[src/rtl/hazard_scoreboard_pkg.sv]
// Shared types and constants for the hazard/forwarding scoreboard.
// Shadow entries are sized for the widest legal configuration so one type serves every instance.
package hazard_pkg;

    localparam int REG_W_MAX = 8;
    localparam int SEL_W_MAX = 3;

    localparam int FWD_RF = 0;
    localparam int EX     = 0;
    localparam int MEM    = 1;

    typedef struct packed {
        logic                 valid;
        logic                 regwrite;
        logic [REG_W_MAX-1:0] rd;
        logic [SEL_W_MAX-1:0] ready_stage;
    } shadow_entry_t;

    function automatic int clog2_min1(input int n);
        return (n < 2) ? 1 : $clog2(n);
    endfunction

endpackage

[src/rtl/hazard_scoreboard_if.sv]
// ID/EX-side request signals and hazard/forwarding responses of hazard_scoreboard.
interface hazard_scoreboard_if #(
    parameter int DEPTH  = 3,
    parameter int REG_W  = 5,
    parameter int PERF_W = 32
);
    import hazard_pkg::*;

    localparam int SEL_W = clog2_min1(DEPTH);

    logic              id_valid;
    logic [REG_W-1:0]  id_rs1;
    logic [REG_W-1:0]  id_rs2;
    logic [REG_W-1:0]  id_rd;
    logic              id_regwrite;
    logic [SEL_W-1:0]  id_ready_stage;
    logic [REG_W-1:0]  ex_rs1;
    logic [REG_W-1:0]  ex_rs2;
    logic              branch_taken;
    logic              mem_stall;
    logic              stall;
    logic              flush;
    logic [SEL_W-1:0]  fwd_sel_a;
    logic [SEL_W-1:0]  fwd_sel_b;
    logic [PERF_W-1:0] stall_cycles;
    logic [PERF_W-1:0] flush_cycles;

    modport master (
        output id_valid, id_rs1, id_rs2, id_rd, id_regwrite, id_ready_stage,
        output ex_rs1, ex_rs2, branch_taken, mem_stall,
        input  stall, flush, fwd_sel_a, fwd_sel_b, stall_cycles, flush_cycles
    );

    modport slave (
        input  id_valid, id_rs1, id_rs2, id_rd, id_regwrite, id_ready_stage,
        input  ex_rs1, ex_rs2, branch_taken, mem_stall,
        output stall, flush, fwd_sel_a, fwd_sel_b, stall_cycles, flush_cycles
    );

endinterface

[src/rtl/hazard_scoreboard_match.sv]
// Finds the youngest producer of one source register within stages LO..HI of the shadow pipe.
// ready_o means the found result exists early enough: ready_stage + 1 <= index + READY_OFS.
module hazard_match
    import hazard_pkg::*;
#(
    parameter int DEPTH     = 3,
    parameter int REG_W     = 5,
    parameter int SEL_W     = 2,
    parameter int LO        = 0,
    parameter int HI        = 1,
    parameter int READY_OFS = 0
) (
    input  shadow_entry_t    entries_i [DEPTH],
    input  logic [REG_W-1:0] src_i,
    output logic [SEL_W-1:0] idx_o,
    output logic             hit_o,
    output logic             ready_o
);

    always_comb begin
        // NOTE: every output gets a default before the search so no path infers a latch.
        idx_o   = '0;
        hit_o   = 1'b0;
        ready_o = 1'b0;
        // Oldest first, so a younger match overwrites an older one.
        for (int k = HI; k >= LO; k--) begin
            if (entries_i[k].valid && entries_i[k].regwrite &&
                entries_i[k].rd != '0 && entries_i[k].rd == REG_W_MAX'(src_i)) begin
                idx_o   = SEL_W'(k);
                hit_o   = 1'b1;
                ready_o = (int'(entries_i[k].ready_stage) + 1) <= (k + READY_OFS);
            end
        end
    end

endmodule

[src/rtl/hazard_scoreboard.sv]
// Hazard and forwarding unit between ID and EX: shadow pipe of in-flight destinations,
// ID stall, multi-cycle branch flush, EX forwarding selects and saturating event counters.
module hazard_scoreboard
    import hazard_pkg::*;
#(
    parameter int DEPTH     = 3,
    parameter int REG_W     = 5,
    parameter int FLUSH_LEN = 1,
    parameter int PERF_W    = 32
) (
    input logic               clk,
    input logic               rst,
    hazard_scoreboard_if.slave bus
);

    localparam int SEL_W = clog2_min1(DEPTH);
    localparam int CNT_W = clog2_min1(FLUSH_LEN);
    localparam logic [CNT_W-1:0] FLUSH_LOAD = CNT_W'(FLUSH_LEN - 1);

    shadow_entry_t     pipe_q [DEPTH];
    shadow_entry_t     pipe_d [DEPTH];
    logic [CNT_W-1:0]  flush_cnt_q, flush_cnt_d;
    logic [PERF_W-1:0] stall_cycles_q, stall_cycles_d;
    logic [PERF_W-1:0] flush_cycles_q, flush_cycles_d;

    logic [REG_W-1:0]  ex_src [2];
    logic [REG_W-1:0]  id_src [2];
    logic [SEL_W-1:0]  ex_idx [2];
    logic              ex_hit [2];
    logic              ex_rdy [2];
    logic [SEL_W-1:0]  id_idx_unused [2];
    logic              id_hit [2];
    logic              id_rdy [2];

    logic flush_raw, hazard, stall_int, flush_int;

    assign ex_src[0] = bus.ex_rs1;
    assign ex_src[1] = bus.ex_rs2;
    assign id_src[0] = bus.id_rs1;
    assign id_src[1] = bus.id_rs2;

    // Forwarding looks at MEM..WB; the stall check skips WB because the register file is write-first.
    for (genvar i = 0; i < 2; i++) begin : g_src
        hazard_match #(
            .DEPTH(DEPTH), .REG_W(REG_W), .SEL_W(SEL_W),
            .LO(MEM), .HI(DEPTH - 1), .READY_OFS(0)
        ) u_fwd (
            .entries_i(pipe_q), .src_i(ex_src[i]),
            .idx_o(ex_idx[i]), .hit_o(ex_hit[i]), .ready_o(ex_rdy[i])
        );

        hazard_match #(
            .DEPTH(DEPTH), .REG_W(REG_W), .SEL_W(SEL_W),
            .LO(EX), .HI(DEPTH - 2), .READY_OFS(1)
        ) u_stall (
            .entries_i(pipe_q), .src_i(id_src[i]),
            .idx_o(id_idx_unused[i]), .hit_o(id_hit[i]), .ready_o(id_rdy[i])
        );
    end

    always_comb begin
        flush_raw = bus.branch_taken || (flush_cnt_q != '0);
        hazard    = bus.id_valid && ((id_hit[0] && !id_rdy[0]) || (id_hit[1] && !id_rdy[1]));
        flush_int = !rst && !bus.mem_stall && flush_raw;
        stall_int = !rst && !bus.mem_stall && !flush_raw && hazard;
    end

    assign bus.stall        = stall_int;
    assign bus.flush        = flush_int;
    assign bus.fwd_sel_a    = (!rst && ex_hit[0] && ex_rdy[0]) ? ex_idx[0] : SEL_W'(FWD_RF);
    assign bus.fwd_sel_b    = (!rst && ex_hit[1] && ex_rdy[1]) ? ex_idx[1] : SEL_W'(FWD_RF);
    assign bus.stall_cycles = stall_cycles_q;
    assign bus.flush_cycles = flush_cycles_q;

    always_comb begin
        pipe_d         = pipe_q;
        flush_cnt_d    = flush_cnt_q;
        stall_cycles_d = stall_cycles_q;
        flush_cycles_d = flush_cycles_q;

        if (!bus.mem_stall) begin
            for (int k = DEPTH - 1; k > EX; k--) begin
                pipe_d[k] = pipe_q[k-1];
            end
            pipe_d[EX] = '0;
            if (bus.id_valid && !stall_int && !flush_int) begin
                pipe_d[EX] = '{valid:       1'b1,
                               regwrite:    bus.id_regwrite,
                               rd:          REG_W_MAX'(bus.id_rd),
                               ready_stage: SEL_W_MAX'(bus.id_ready_stage)};
            end

            // A taken branch seen while the window is open is on the wrong path and is ignored.
            if (flush_cnt_q != '0) begin
                flush_cnt_d = flush_cnt_q - CNT_W'(1);
            end else if (bus.branch_taken) begin
                flush_cnt_d = FLUSH_LOAD;
            end

            if (stall_int && stall_cycles_q != '1) begin
                stall_cycles_d = stall_cycles_q + PERF_W'(1);
            end
            if (flush_int && flush_cycles_q != '1) begin
                flush_cycles_d = flush_cycles_q + PERF_W'(1);
            end
        end
    end

    always_ff @(posedge clk) begin
        if (rst) begin
            // NOTE: the shadow pipe is a few flops, not a RAM; its valid bits must start clear.
            for (int k = 0; k < DEPTH; k++) begin
                pipe_q[k] <= '0;
            end
            flush_cnt_q    <= '0;
            stall_cycles_q <= '0;
            flush_cycles_q <= '0;
        end else begin
            // NOTE: state uses <= so every register samples pre-edge values.
            pipe_q         <= pipe_d;
            flush_cnt_q    <= flush_cnt_d;
            stall_cycles_q <= stall_cycles_d;
            flush_cycles_q <= flush_cycles_d;
        end
    end

endmodule

[src/flat_wrapper.sv]
// flat-port wrapper written by rule: the top's interface ports become plain ports
module hazard_scoreboard_flat import hazard_pkg::*;
#(
    parameter int DEPTH     = 3,
    parameter int REG_W     = 5,
    parameter int FLUSH_LEN = 1,
    parameter int PERF_W    = 32
)
  (clk, rst, bus_id_valid, bus_id_rs1, bus_id_rs2, bus_id_rd, bus_id_regwrite, bus_id_ready_stage, bus_ex_rs1, bus_ex_rs2, bus_branch_taken, bus_mem_stall, bus_stall, bus_flush, bus_fwd_sel_a, bus_fwd_sel_b, bus_stall_cycles, bus_flush_cycles);
  hazard_scoreboard_if #(.DEPTH(DEPTH), .REG_W(REG_W), .PERF_W(PERF_W)) bus_i ();
  input logic clk;
  input logic rst;
  input wire logic [$bits(bus_i.id_valid)-1:0] bus_id_valid;
  input wire logic [$bits(bus_i.id_rs1)-1:0] bus_id_rs1;
  input wire logic [$bits(bus_i.id_rs2)-1:0] bus_id_rs2;
  input wire logic [$bits(bus_i.id_rd)-1:0] bus_id_rd;
  input wire logic [$bits(bus_i.id_regwrite)-1:0] bus_id_regwrite;
  input wire logic [$bits(bus_i.id_ready_stage)-1:0] bus_id_ready_stage;
  input wire logic [$bits(bus_i.ex_rs1)-1:0] bus_ex_rs1;
  input wire logic [$bits(bus_i.ex_rs2)-1:0] bus_ex_rs2;
  input wire logic [$bits(bus_i.branch_taken)-1:0] bus_branch_taken;
  input wire logic [$bits(bus_i.mem_stall)-1:0] bus_mem_stall;
  output wire logic [$bits(bus_i.stall)-1:0] bus_stall;
  output wire logic [$bits(bus_i.flush)-1:0] bus_flush;
  output wire logic [$bits(bus_i.fwd_sel_a)-1:0] bus_fwd_sel_a;
  output wire logic [$bits(bus_i.fwd_sel_b)-1:0] bus_fwd_sel_b;
  output wire logic [$bits(bus_i.stall_cycles)-1:0] bus_stall_cycles;
  output wire logic [$bits(bus_i.flush_cycles)-1:0] bus_flush_cycles;
  assign bus_i.id_valid = bus_id_valid;
  assign bus_i.id_rs1 = bus_id_rs1;
  assign bus_i.id_rs2 = bus_id_rs2;
  assign bus_i.id_rd = bus_id_rd;
  assign bus_i.id_regwrite = bus_id_regwrite;
  assign bus_i.id_ready_stage = bus_id_ready_stage;
  assign bus_i.ex_rs1 = bus_ex_rs1;
  assign bus_i.ex_rs2 = bus_ex_rs2;
  assign bus_i.branch_taken = bus_branch_taken;
  assign bus_i.mem_stall = bus_mem_stall;
  assign bus_stall = bus_i.stall;
  assign bus_flush = bus_i.flush;
  assign bus_fwd_sel_a = bus_i.fwd_sel_a;
  assign bus_fwd_sel_b = bus_i.fwd_sel_b;
  assign bus_stall_cycles = bus_i.stall_cycles;
  assign bus_flush_cycles = bus_i.flush_cycles;
  hazard_scoreboard #(.DEPTH(DEPTH), .REG_W(REG_W), .FLUSH_LEN(FLUSH_LEN), .PERF_W(PERF_W)) u_core (.clk(clk), .rst(rst), .bus(bus_i));
endmodule
[config.mk]
export PLATFORM = sky130hd
export DESIGN_NAME = hazard_scoreboard_flat
export DESIGN_NICKNAME = d
export VERILOG_FILES = /design/src/rtl/hazard_scoreboard_pkg.sv /design/src/rtl/hazard_scoreboard_if.sv /design/src/rtl/hazard_scoreboard_match.sv /design/src/rtl/hazard_scoreboard.sv /design/src/flat_wrapper.sv
export SDC_FILE = /design/constraint.sdc
export NUM_CORES = 1
export LEC_CHECK = 0
export ABC_CLOCK_PERIOD_IN_PS = 2500
export CAP_MARGIN = 15
export CORE_MARGIN = 4
export CORE_UTILIZATION = 30
export DETAILED_ROUTE_END_ITERATION = 8
export PLACE_DENSITY = 0.61
export SETUP_SLACK_MARGIN = 0.1
export SYNTH_ARGS = -nofsm -noshare
export SYNTH_HDL_FRONTEND = slang
export SYNTH_SLANG_ARGS = --single-unit
export TNS_END_PERCENT = 10
[constraint.sdc]
create_clock -name clk -period 2.5 [get_ports clk]
set_input_delay 0.375 -clock clk [delete_from_list [all_inputs] [get_ports clk]]
set_output_delay 0.375 -clock clk [all_outputs]
set_load 0.005 [all_outputs]
After elaboration in Yosys (flattened, before gate mapping)
Index checks and enable logic that the tools add are counted.

cells by class
  mux-type cells = 24
  bitwise gates (word level) = 1
  equal/unequal tests = 10
  reduce and logical (&&, ||, !) cells = 43
  add/sub/neg operators = 6
  magnitude comparators = 4

operators with widths
  operator                                                                           count
  32-bit by 1-bit adder with 32-bit output, second input constant                    2
  8-bit by 5-bit == test with 1-bit output                                           8
  32-bit != test, second input constant                                              2
  32-bit by 3-bit less-or-equal comparator with 1-bit output, second input constant  1
  1-bit logical AND                                                                  29
  8-bit nonzero test                                                                 3
  1-bit 2-to-1 mux                                                                   17
  13-bit 2-to-1 mux                                                                  1
  3-bit by 1-bit adder with 4-bit output, second input constant                      3
  2-bit 2-to-1 mux                                                                   6
  4-bit by 1-bit less-or-equal comparator with 1-bit output, second input constant   2
  1-bit zero test                                                                    7
  4-bit by 2-bit less-or-equal comparator with 1-bit output, second input constant   1
  2-bit AND reduction                                                                2
  1-bit logical OR                                                                   2
  1-bit NOT                                                                          1
  1-bit subtractor, second input constant                                            1

word-level totals
  output and inout bits = 70
  logic and storage cells = 103
  bits in registers = 104
  input bits = 33

Logic depth before layout (Yosys ltp)
Gate-level depths: netlist of the first run.

  depth after elaboration = 14
  mapped depth = 10
  mapped depth without buffers = 9

By module
From an unflattened synthesis of the first run, not the netlist that was laid out.

second synthesis, totals
  cell total of the unflattened synthesis = 628
  area, all modules = 5302.6 sq um

modules (own cells, without submodules)
  module                                      cells an instance  instances  area each (sq um)  sequential area each (sq um)
  hazard_scoreboard                           484                1          4279.1             1821.7
  hazard_match (u_core.g_src[0].u_stall ...)  37                 2          261.5              0.0
  hazard_match (u_core.g_src[0].u_fwd ...)    35                 2          250.2              0.0

Worst setup path after synthesis of the first run
OpenSTA, ideal clock, no wires.

  path kind = reg2reg
  start point = reg u_core.pipe_q[31] (netlist name)
  end point = reg u_core.stall_cycles_q[9], in the netlist u_core.bus.stall_cycles[9]
  cell stages (with the launch flop) = 9
  clock period less this slack = 2.471 ns
  required time = 2.430 ns
  buffers on the path = 1
  arrival = 2.401 ns
  library setup time = 0.070 ns
  setup slack = 0.029 ns
  cell sequence = dfxtp_1 -> or4_1 -> o211ai_1 -> or4_1 -> a2bb2o_4 -> a211o_1 -> buf_2 -> or4_1 -> a21oi_1

between the ends
  cells in the longest elaborated chain, start to end = 11
  elaborated cells on any way between the ends = 19
  those cells by class = eq/ne (2); mux (4); reduce/logical (13)

ends and longest elaborated chain
  item                                      RTL line                       source
  start: declaration                        hazard_scoreboard.sv:20        shadow_entry_t pipe_q [DEPTH];
  start signal: assignment                  hazard_scoreboard.sv:120       pipe_q <= pipe_d;
  8-bit nonzero test                        hazard_scoreboard_match.sv:28  entries_i[k].rd != '0 && entries_i[k].rd == REG_W_MAX'(src_i)) begin
  1-bit logical AND                         hazard_scoreboard_match.sv:27  if (entries_i[k].valid && entries_i[k].regwrite &&
  1-bit logical AND                         hazard_scoreboard_match.sv:28
  1-bit 2-to-1 mux                          hazard_scoreboard_match.sv:27
  1-bit zero test                           hazard_scoreboard.sv:63        hazard = bus.id_valid && ((id_hit[0] && !id_rdy[0]) || (id_hit[1] && !id_rdy[1]));
  1-bit logical AND                         hazard_scoreboard.sv:63
  1-bit logical OR (*)                      hazard_scoreboard.sv:63
  1-bit logical AND (*)                     hazard_scoreboard.sv:63
  1-bit logical AND (*)                     hazard_scoreboard.sv:65        stall_int = !rst && !bus.mem_stall && !flush_raw && hazard;
  1-bit logical AND (*)                     hazard_scoreboard.sv:100       if (stall_int && stall_cycles_q != '1) begin
  2-bit AND reduction (no source line) (*)  --
  end signal: assignment                    hazard_scoreboard.sv:122       stall_cycles_q <= stall_cycles_d;
  end: declaration                          hazard_scoreboard.sv:23        logic [PERF_W-1:0] stall_cycles_q, stall_cycles_d;

Mark *: on every way between the ends. The rest lies on a longest branch, timed or not.
A chain may end at the register's enable or synchronous reset.

Worst setup path in the final report of the first run
  start point = reg u_core.pipe_q[30] (netlist name)
  end point = reg u_core.stall_cycles_q[13], in the netlist u_core.bus.stall_cycles[13]

The elaborated chain is that of the path after synthesis.

==> results of run 1 <==
[logic make-up after synthesis]
logic type | share of synthesized area
buf+inv | 0.0252
xor+xnor | 0.138
compound gates | 0.0961
mux | 0.0591
fa+ha+maj | 0.00548
simple gates | 0.282
flops | 0.394
[final timing paths]
kind,from,to,cells past startpoint
worst min register to register,u_core.pipe_q[1],u_core.pipe_q[1],2
worst max-delay path,u_core.pipe_q[30],u_core.bus.stall_cycles[13],10
worst max register to register,u_core.pipe_q[30],u_core.bus.stall_cycles[13],10
worst min-delay path,u_core.pipe_q[1],u_core.pipe_q[1],2
[worst max-delay path: cells and delay by family, from the launching register on]
family / cells / cell delay, ps
compound gates: 4 / 830
simple gates: 3 / 1190
flops: 1 / 320
buf+inv: 3 / 380
[routing by layer]
metal | wire length, um | part of all wire | up-vias | track usage
li1 | - | - | 2176 | -
met1 | 5880 | 0.46 | 2079 | 0.183
met2 | 6100 | 0.47 | 107 | 0.242
met3 | 705 | 0.055 | 17 | 0.0455
met4 | 187 | 0.015 | 0 | 0.0420
met5 | 0 | 0 | - | 0
[stage by stage]
stage | hold slack (ps) | utilization | TNS [ps] | area, um2
2_1_floorplan | 449 | - | 0 | 4590
6_report | 498 | 0.446 | -4070 | 6560
5_1_grt | 528 | 0.446 | -6230 | 6560
3_5_place_dp | 490 | 0.415 | -17090 | 6100
4_1_cts | 500 | 0.438 | -3320 | 6440
3_3_place_gp | 477 | 0.415 | -15650 | 6100
[flip-flops by register name (all words and copies together), names as in the netlist]
name / count
u_core.bus.stall_cycles: 32
u_core.bus.flush_cycles: 32
u_core.pipe_q: 26
[synth_stat cells, types with 2 or more instances]
library cell and instances:
and3_1 13, o21ai_0 15, o31ai_1 7, a21oi_1 25, mux2_2 8, ha_1 2
nor2b_1 10, xnor2_1 27, clkbuf_1 16, nand2_1 22, nor4_1 9, buf_2 5
inv_1 5, nor2_1 74, a22o_1 8, nor3_1 13, buf_1 3, nand4_1 20
mux2i_1 18, nor3b_1 2, nand3_1 36, and2_1 5, dfxtp_1 90, or3_1 14
xor2_1 45, or4_1 11, a31o_2 3, and4_1 12
[power groups by stage]
stage	logic, W	registers [W]	clock network, W
global placement	0.000191	0.00148	0
floorplan	0.0000866	0.00148	0
detailed placement	0.000196	0.00148	0
CTS	0.000197	0.00145	0.00132
finish	0.000197	0.00145	0.00127
global route	0.000215	0.00145	0.00137
[layout by cell type (no fill, tap or decap), drive strengths merged, types with 2 or more instances in the layout]
cell type      Yosys  final
a31o               3      3
mux2i             18     18
nand3             36     36
dfxtp             90     90
or3               14     14
clkbuf            16     14
and3              13     13
o31ai              7      7
dlygate4sd2        0      6
a21oi             25     25
clkdlybuf4s50      0     95
o21ai             15     15
mux2               8      8
nor3b              2      2
xnor2             27     27
buf                8     49
nor3              13     13
nor2              75     75
xor2              45     45
or4               11     11
nand2             22     22
nand4             20     20
ha                 2      2
nor2b             10     10
a22o               8      8
and2               5      5
inv                5      5
and4              12     12
nor4               9      9
[layout make-up]
cell class	count	area, um2
fillers	1433	8140
multi-input cells	413	2800
flip-flops and latches	90	1810
repair buffers	151	1430
clock buffers	13	260
well taps	184	230
inverters	5	18.8
clock inverters	2	12.5
[timing repair]
action	4_1_cts	5_1_grt
pin swaps	20	7
cloned	0	1
hold buffers	0	0
gates resized for setup	26	20
setup buffers	0	3
endpoints found under the setup margin	42	52
==> results.md, run 1 <==
- Worst-path clk slew: 60 ps
- Vias in the first global route: 4,389
- Vias per inst: slightly above 5
- Synth warn: 0
- Max incr delay on CP: approximately 520 ps
- Number of top-level pins: 103
- Drt total wl: between 10 and 15 mm
- Max Freq: between 300 and 400 MHz
- R2R Setup Slk: -300 ps
- Clk Latency, worst-skew pair: between 300 and 400 ps
- Leak: between 2 and 2.5 nW
- Largest area contributor in the netlist: dfxtp_1
- CTS sink cnt: 90
- Max-slew violations: 0
- Die W: between 100 and 150 um
- Clk_skew: a little under 7 ps
- Max-Cap Viols: 0
- Initial antenna violation count: 0
- Hold Vio Cnt, Final: 0
- Slowest-stage cell, CP: or4_4
- Share of the yosys chip area belonging to registers: 0.394
- Post-route insts no fill: 858
- Critical path class: flop to flop
- Gr usage total: 0.146
- Post-detail-place hpwl: 9.16 mm
- Result of the run: finished with violations
- Avg Cell Area, Syn: around 8.6 um2
- Antenna cells: 0
- Worst Path Max Fanout: 17
- GP Congestion: between 0.8 and 0.9
- First-pass GRT wire length: approximately 21 mm
- Failing checks: setup timing
- PD cells: 445 nW/um2
- Switching power total: about 0.00065 W
- Hold Crit Class: flop to flop
- Cell mode on critical path: or4_4
- Drt wl/cell: around 15 um
- Synth Register Bits: 90
- Critical Path RT: ~2800 ps
- Die height: 131 um
- Fraction of layout cells with a size suffix above 1: 0.162
- Post-synth top flop: dfxtp_1
- Post-layout minimum cycle time: 2800 ps
- Die area: 17,300 um2
- Final setup fails: 25
- Startpoint types: flop
- RSZ-0062 raised after global routing: true
- Initial DRC Count: 177
- WP data arrival: between 3000 and 4000 ps
- Largest net degree at the start of global routing: slightly above 50
- Drt pass-1 iters: 4
- Via count: approximately 4,400
- Drt drc: 0
- Cell Chain, Critical Path: or4_4 > o211ai_1 > or4_4 > buf_6 > a22oi_2 > buf_4 > a211o_4 > buf_12 > or4_1 > a21oi_1
- Total core area: 14,700 um2
- Nets: about 710
- Count of cell types in the netlist: between 40 and 50
- Placement Rows: between 40 and 50
- Area grow syn2layout: 43.5%
- Total CTS buffers: 9
- Final worst setup slack: -304 ps
- CTS HTree Levels: 3
- Placed insts: 839
- Total gr overflow: 0
- Final ANT Viol Nets: 0
- Clk buf depth: 2
- Top-area cell type share of the netlist area: 0.394
- Pwr Total: 0.00292 W
- Syn nets: around 570
- Switch share: 0.222
- Slew headroom: 0.647
- Internal power: about 0.0023 W
- Syn Inst Count: ~530
- EDFF count, synth: 0
- Starting Density: 0.311
- Async SR Flop Fraction: 0
- Least-Margin Pin Slew: between 500 and 600 ps
- CTS tree: done
- IO buf count: just over 100
- Reg power frac: 0.496
- Pre-CTS WS: -610 ps
- CTS Root Cell: clkbuf_16
- Clock network power share: 0.436
- CP Capture Type: flop
- Post-Syn Area: between 4000 and 5000 um2
- Logic pwr share: 0.067
- Crit share post-route: 1.12
- Largest cells by area after synthesis: dfxtp_1 39%, xor2_1 8.6%, nor2_1 6.1%
- Peak supply drop: around 0.00027 V
No activity file was read; power rests on OpenSTA's default activity.
==> inputs of run 2 (changes only) <==
--- a/config.mk
+++ b/config.mk
@@ -8,9 +8,9 @@
 export ABC_CLOCK_PERIOD_IN_PS = 2500
 export CAP_MARGIN = 15
 export CORE_MARGIN = 4
-export CORE_UTILIZATION = 30
+export CORE_UTILIZATION = 35
 export DETAILED_ROUTE_END_ITERATION = 8
-export PLACE_DENSITY = 0.61
+export PLACE_DENSITY = 0.68
 export SETUP_SLACK_MARGIN = 0.1
 export SYNTH_ARGS = -nofsm -noshare
 export SYNTH_HDL_FRONTEND = slang
==> results.md, run 2 (synthesized netlist as in run 1, its figures left out) <==
- Total core area: 12,700 um2 (-13%)
- Vias in the first global route: 4,244 (-3.3%)
- GP Congestion: 0.858 (-0.28%)
- Via count: 4,389 (+0.23%)
- Multi-input gate area: 2770 um2 (-0.94%)
- Final worst setup slack: -335 ps (-31.1 ps)
- Critical path class: flop to flop
- Design Area, Final: 6560 um2 (about the same)
- Peak supply drop: 0.000281 V (+3.0%)
- Clk Latency, worst-skew pair: 350 ps (about the same)
- Die area: 14,900 um2 (-13%)
- CTS HTree Levels: 3 (unchanged)
- Clk_skew: 4.96 ps (-1.88 ps)
- Antenna cells: 0 (unchanged)
- IO buf count: 102 (unchanged)
- CTS Root Cell: clkbuf_16
- Starting Density: 0.359 (+0.0483)
- Final ANT Viol Nets: 0 (unchanged)
- Final core occ: 0.516 (+0.0696)
- Clk buf depth: 2 (unchanged)
- Max Freq: 353 MHz (-1.1%)
- Failing checks: setup timing
- Die height: 122 um (-7.0%)
- R2R Setup Slk: -330 ps (-30 ps)
- Least-Margin Pin Slew: 968 ps (+439 ps)
- Drt total wl: 12.7 mm (-1.3%)
- Area post-placement: 6080 um2 (-0.37%)
- Fraction of layout cells with a size suffix above 1: 0.157 (-0.00445)
- WP data arrival: 3110 ps (+40 ps)
- Final setup fails: 27 (+8.0%)
- Pre-CTS WS: -636 ps (-25.6 ps)
- Post-detail-place hpwl: 9.04 mm (-1.3%)
- Max-Cap Viols: 0 (unchanged)
- Gr usage total: 0.170 (+0.0241)
- Startpoint types: flop
- Area grow syn2layout: 43.6% (about the same)
- Nets: 705 (unchanged)
- CP Capture Type: flop
- Most common cell after layout, fill and taps aside: clkdlybuf4s50_1
- Result of the run: finished with violations
- Pwr Total: 0.00299 W (+2.5%)
- Initial antenna violation count: 0 (unchanged)
- CTS tree: done
- Worst-path clk slew: 60 ps (about the same)
- Die W: 122 um (-7.0%)
- Hold Vio Cnt, Final: 0 (unchanged)
- Most frequent cells in the layout: 95 x clkdlybuf4s50_1, 85 x dfxtp_1, 74 x nor2_1
- Placement Rows: 41 (-6.8%)
- Number of top-level pins: 103 (unchanged)
- Total gr overflow: 0 (unchanged)
- Largest net degree at the start of global routing: 92 (+80%)
- Total CTS buffers: 9 (unchanged)
- Register Area: 1810 um2 (-0.14%)
- PD cells: 456 nW/um2 (+2.4%)
- Worst Path Max Fanout: 15 (-2)
- Leak: 2.47 nW (+1.0%)
- Hold Crit Class: flop to flop
- Slew headroom: 0.355 (-0.293)
- RSZ-0062 raised after global routing: true
- Fillers: 1,238 (-14%)
- Vias per inst: 5.19 (+1.7%)
- CTS sink cnt: 90 (unchanged)
- Critical Path RT: 2770 ps (about the same)
- Initial DRC Count: 277 (+56%)
- Drt pass-1 iters: 4 (unchanged)
- First-pass GRT wire length: 20.5 mm (-3.9%)
- Sum of negative setup slack: -5590 ps (-1520 ps)
- Drt drc: 0 (unchanged)
- Post-layout minimum cycle time: 2830 ps (+31.1 ps)
- Drt wl/cell: 15.0 um (about the same)
- Crit share post-route: 1.13 (+0.0125)
- Max-slew violations: 0 (unchanged)
## run 2: per-stage QoR
stage	instances	hold WS (ps)
after floorplan	532	449
after global placement	826	473
after detailed placement	826	493
after CTS	841	501
after global routing	846	540
final	846	502
## run 2: final cells by class
| class | instances | share of cell area |
|---|---|---|
| Tap cell | 172 | 0.0328 |
| Clock inverter | 2 | 0.00572 |
| Multi-Input combinational cell | 413 | 0.422 |
| Sequential cell | 90 | 0.276 |
| Timing Repair Buffer | 151 | 0.223 |
| Inverter | 5 | 0.00286 |
| Clock buffer | 13 | 0.0381 |
## run 2: what timing repair did
action,CTS,global route
gates resized for setup,23,20
hold buffers,0,0
cloned,0,2
endpoints found under the hold margin,0,0
buffers inserted,0,3
pin swaps,18,20
setup endpoints to repair,44,52
## run 2: worst max-delay path: stages (launching register included)
cell	delay (ps)
dfxtp_2	320
or4_4	520
o211ai_1	260
or4_4	200
buf_6	90
a22oi_2	90
buf_4	150
a211o_4	380
buf_12	140
clkbuf_16	160
or3_1	300
a21oi_1	150
## run 2: worst paths after layout
| path | startpoint | to | depth (start not counted) |
|---|---|---|---|
| worst max-delay path | u_core.pipe_q[32] | u_core.bus.stall_cycles[18] | 11 |
| worst min-delay path | u_core.pipe_q[11] | u_core.pipe_q[11] | 2 |
| worst max register to register | u_core.pipe_q[32] | u_core.bus.stall_cycles[18] | 11 |
| worst min register to register | u_core.pipe_q[11] | u_core.pipe_q[11] | 2 |
## run 2: per-layer routing
layer / vias up / global-route usage / part of all wire
met4: 0 / 0.0651 / 0.013
met3: 15 / 0.0378 / 0.045
met5: - / 0 / 0
li1: 2178 / - / -
met2: 108 / 0.272 / 0.49
met1: 2088 / 0.224 / 0.46
## run 2: where the power goes
| part | switching (W) | internal [W] | total (W) |
|---|---|---|---|
| Clock | 0.000552 | 0.000798 | 0.00135 |
| Combinational | 0.0000890 | 0.000104 | 0.000193 |
| Sequential | 0.00000790 | 0.00144 | 0.00145 |
| Total | 0.000649 | 0.00234 | 0.00299 |
==> variant 1 (config.mk and constraints of run 1) <==
`REG_W` is set to 5 in 4 places; all go to 10.
--- a/src/rtl/hazard_scoreboard_if.sv
+++ b/src/rtl/hazard_scoreboard_if.sv
@@ -1,7 +1,7 @@
 // ID/EX-side request signals and hazard/forwarding responses of hazard_scoreboard.
 interface hazard_scoreboard_if #(
     parameter int DEPTH  = 3,
-    parameter int REG_W  = 5,
+    parameter int REG_W  = 10,
     parameter int PERF_W = 32
 );
     import hazard_pkg::*;
--- a/src/rtl/hazard_scoreboard_match.sv
+++ b/src/rtl/hazard_scoreboard_match.sv
@@ -4,7 +4,7 @@
     import hazard_pkg::*;
 #(
     parameter int DEPTH     = 3,
-    parameter int REG_W     = 5,
+    parameter int REG_W     = 10,
     parameter int SEL_W     = 2,
     parameter int LO        = 0,
     parameter int HI        = 1,
--- a/src/rtl/hazard_scoreboard.sv
+++ b/src/rtl/hazard_scoreboard.sv
@@ -4,7 +4,7 @@
     import hazard_pkg::*;
 #(
     parameter int DEPTH     = 3,
-    parameter int REG_W     = 5,
+    parameter int REG_W     = 10,
     parameter int FLUSH_LEN = 1,
     parameter int PERF_W    = 32
 ) (
--- a/src/flat_wrapper.sv
+++ b/src/flat_wrapper.sv
@@ -2,7 +2,7 @@
 module hazard_scoreboard_flat import hazard_pkg::*;
 #(
     parameter int DEPTH     = 3,
-    parameter int REG_W     = 5,
+    parameter int REG_W     = 10,
     parameter int FLUSH_LEN = 1,
     parameter int PERF_W    = 32
 )
Interface: changed (5 resized); port bits go from 103 to 128. No check against the original RTL was run, so the function may have changed too.
==> variant 1 against run 1 <==
- the flow still finishes with violations (setup timing)
- sequential cell count rose by 9
- worst setup slack improved by 260 ps
- register-to-register slack improved by 290 ps
- synthesized area rose by 18%
- routed wire length rose by 22%
- hold slack got worse by 230 ps
- die area rose by 17%
- global-route usage rose by 0.79 points
- clock skew fell by 2.7 ps
- total power rose by 20%
- final area rose by 24%
- critical endpoint is now bus_stall
==> variant 1: results (changes against run 1) <==
Setup-failing EPs final = 7 (-72%)
share of layout cells above drive strength 1 = 22.07% (+5.9 points)
first-pass GRT wire length = 25540 microns (+19%)
DP Area = 0.007119 sq mm (+17%)
Slew @ Worst Pin = 662.6 ps (+133.2 ps)
Worst path max stage delay = 470 ps (-50 ps)
post-synth cell types = 51 (+21%)
CP Data Arrival Time = 2170 ps (-900 ps)
WHS Endpoint = u_core.pipe_q[13]$_SDFFE_PP0N_
CP max FO = 3 (-14)
mux cell area share after synthesis = 7.370% (+1.5 points)
GP Congestion = 0.8176 (-5.0%)
worst hold slack = 270.0 ps (-227.6 ps)
Synth Area in Adders = 0.4635% (-0.084 points)
first-iteration detailed-routing DRC count = 256 (+45%)
Final Skew = 4.092 ps (-2.745 ps)
Post-synth top cells = dfxtp_1, nor2_1, xor2_1
post-synthesis instance total = 616 (+16%)
status = complete, but fails checks
worst hold path type = in -> reg
VDD IR max = 0.3030 mV (+11%)
failing checks = setup timing
placed cells = 977 (+16%)
Worst path slowest cell = clkdlybuf4s50_1
vias in the first global route = 4912 (+12%)
GRT Total Usage = 15.37% (+0.79 points)
Post-Synth XOR/XNOR Area = 14.28% (+0.48 points)
reg-to-reg setup timing slack = -10 ps (+290 ps)
# port buffers = 117 (+15%)
worst setup margin = -42.56 ps (+261.2 ps)
Vias = 5098 (+16%)
Synth Area in Compound Gates = 9.803% (+0.19 points)
[variant 1: area by class of cell]
type | instances | area [sq um] | area share (%)
Clock buffer | 11 | 242.7 | 2.986
Inverter | 5 | 18.77 | 0.2309
Sequential cell | 99 | 2008 | 24.70
Timing Repair Buffer | 190 | 1849 | 22.75
Multi-Input combinational cell | 474 | 3628 | 44.64
Tap cell | 225 | 281.5 | 3.463
Clock inverter | 5 | 100.1 | 1.231
[variant 1: metal layers]
| layer | vias to the layer above | GRT usage (%) | share of wire [%] |
|---|---|---|---|
| met1 | 2419 | 21.63 | 48 |
| met4 | 0 | 4.697 | 1.3 |
| met3 | 14 | 2.621 | 4.1 |
| met2 | 112 | 24.10 | 46 |
| li1 | 2553 | - | - |
| met5 | - | 0 | 0 |
[variant 1: how the worst max path moves through the flow]
stage | cells past startpoint | startpoint | to
6_report | 8 | bus_id_rs2[2] | bus_stall
5_1_grt | 9 | u_core.pipe_q[20]$_SDFFE_PP0N_ | bus_stall
4_1_cts | 9 | u_core.pipe_q[18]$_SDFFE_PP0N_ | bus_stall
3_5_place_dp | 10 | bus_id_rs1[6] | u_core.bus.stall_cycles[25]$_SDFFE_PP0P_
3_3_place_gp | 9 | bus_id_rs1[1] | u_core.bus.stall_cycles[23]$_SDFFE_PP0P_
2_1_floorplan | 8 | u_core.bus.stall_cycles[0]$_SDFFE_PP0P_ | u_core.bus.stall_cycles[18]$_SDFFE_PP0P_
[variant 1: repair_timing]
action	in CTS	in global routing
gates cloned	1	2
buffers inserted	10	3
gates resized for setup	79	42
setup endpoints to repair	46	53
pin swaps	55	16
[variant 1: report_power, final]
part           total, uW  internal, uW  switching [uW]  leakage (uW)
logic                280           153             126       0.00199
clock network       1620          1000             618      0.000169
registers           1590          1580            13.2      0.000804
==> variant 2 (settings of run 1) <==
Without the edit above. Make the reset (`rst`) asynchronous in one clocked block.
--- a/src/rtl/hazard_scoreboard.sv
+++ b/src/rtl/hazard_scoreboard.sv
@@ -106,7 +106,7 @@
         end
     end
 
-    always_ff @(posedge clk) begin
+    always_ff @(posedge clk or posedge rst) begin
         if (rst) begin
             // NOTE: the shadow pipe is a few flops, not a RAM; its valid bits must start clear.
             for (int k = 0; k < DEPTH; k++) begin
Check against the original RTL: differs if rst is asserted again (counterexample within 4 cycles, from zero or initial values and one cycle with rst high); with rst held inactive, the same outputs for 4 cycles.
==> variant 2 against run 1 <==
- the run still ends with setup timing left
- utilization is 1.4 points higher
- worst setup slack better by 73 ps
- synthesized area is 1.8% higher
- routed wire length is 2.2% lower
- sequential cell count stayed put
- final area is 6.7% higher
Power is not compared: it rests on default switching activity, and its combinational part moved more than twofold at a synthesized area within 25%.
==> variant 2: results (changes against run 1) <==
status = complete, but fails checks
failing checks = setup timing
pin count of the biggest net entering global routing = 58 (+14%)
CP endpoint = bus_stall
top cells by area, synth = dfrtp_1, xnor2_1, xor2_1
Non-Filler Instances = 803 (-6.4%)
Horiz. Die Dim = 132.5 microns (+0.82%)
Synth Flop Type = dfrtp_1
nonclk buf count = 184 (+22%)
first-iteration detailed-routing DRC count = 162 (-8.5%)
DR vias/cell = 4.790 (-6.2%)
worst hold path type = in -> async
inverters = 8 (+3)
NumNets Final = 646 (-8.4%)
Post-Synth XOR/XNOR Area = 18.84% (+5.0 points)
Slew @ Worst Pin = 735.6 ps (+206.2 ps)
mux cell area share after synthesis = 4.360% (-1.6 points)
worst setup margin = -231.3 ps (+72.52 ps)
Synth Net Count = 464 (-18%)
Final HPWL DP = 9483 microns (+3.5%)
Setup-failing EPs final = 4 (-84%)
final core occ = 46.04% (+1.4 points)
Worst path max stage delay = 560 ps (+40 ps)
Post-synth top cells = dfrtp_1, xnor2_1, xor2_1
CP max FO = 3 (-14)
## variant 2: changes by cell type after synthesis, moves of 10 or more
cell      delta
a21oi_1     -18
clkbuf_1    -12
dfrtp_1     +90
dfxtp_1     -90
mux2_2      +10
mux2i_1     -18
nand2_1     +10
nor2_1      -55
o21ai_0     -13
or3_1       -14
or4_1       -10
xnor2_1     +35
## variant 2: report_power, final
part | total [uW] | internal, uW | switching, uW | leakage [uW]
clock | 1400 | 850 | 553 | 0.000152
combinational | 610 | 336 | 274 | 0.00173
sequential | 1650 | 1550 | 109 | 0.00122
## variant 2: routing by layer
layer,vias up,track usage [%],routed length [microns]
met5,-,0,0
met3,20,5.019,633
li1,1879,-,-
met2,72,24.93,6314
met1,1875,17.85,5395
met4,0,4.850,240
## variant 2: repair_timing
item | in CTS | in global routing
resized for setup | 51 | 18
setup buffers | 8 | 0
pin swaps | 39 | 21
setup endpoints to repair | 46 | 47
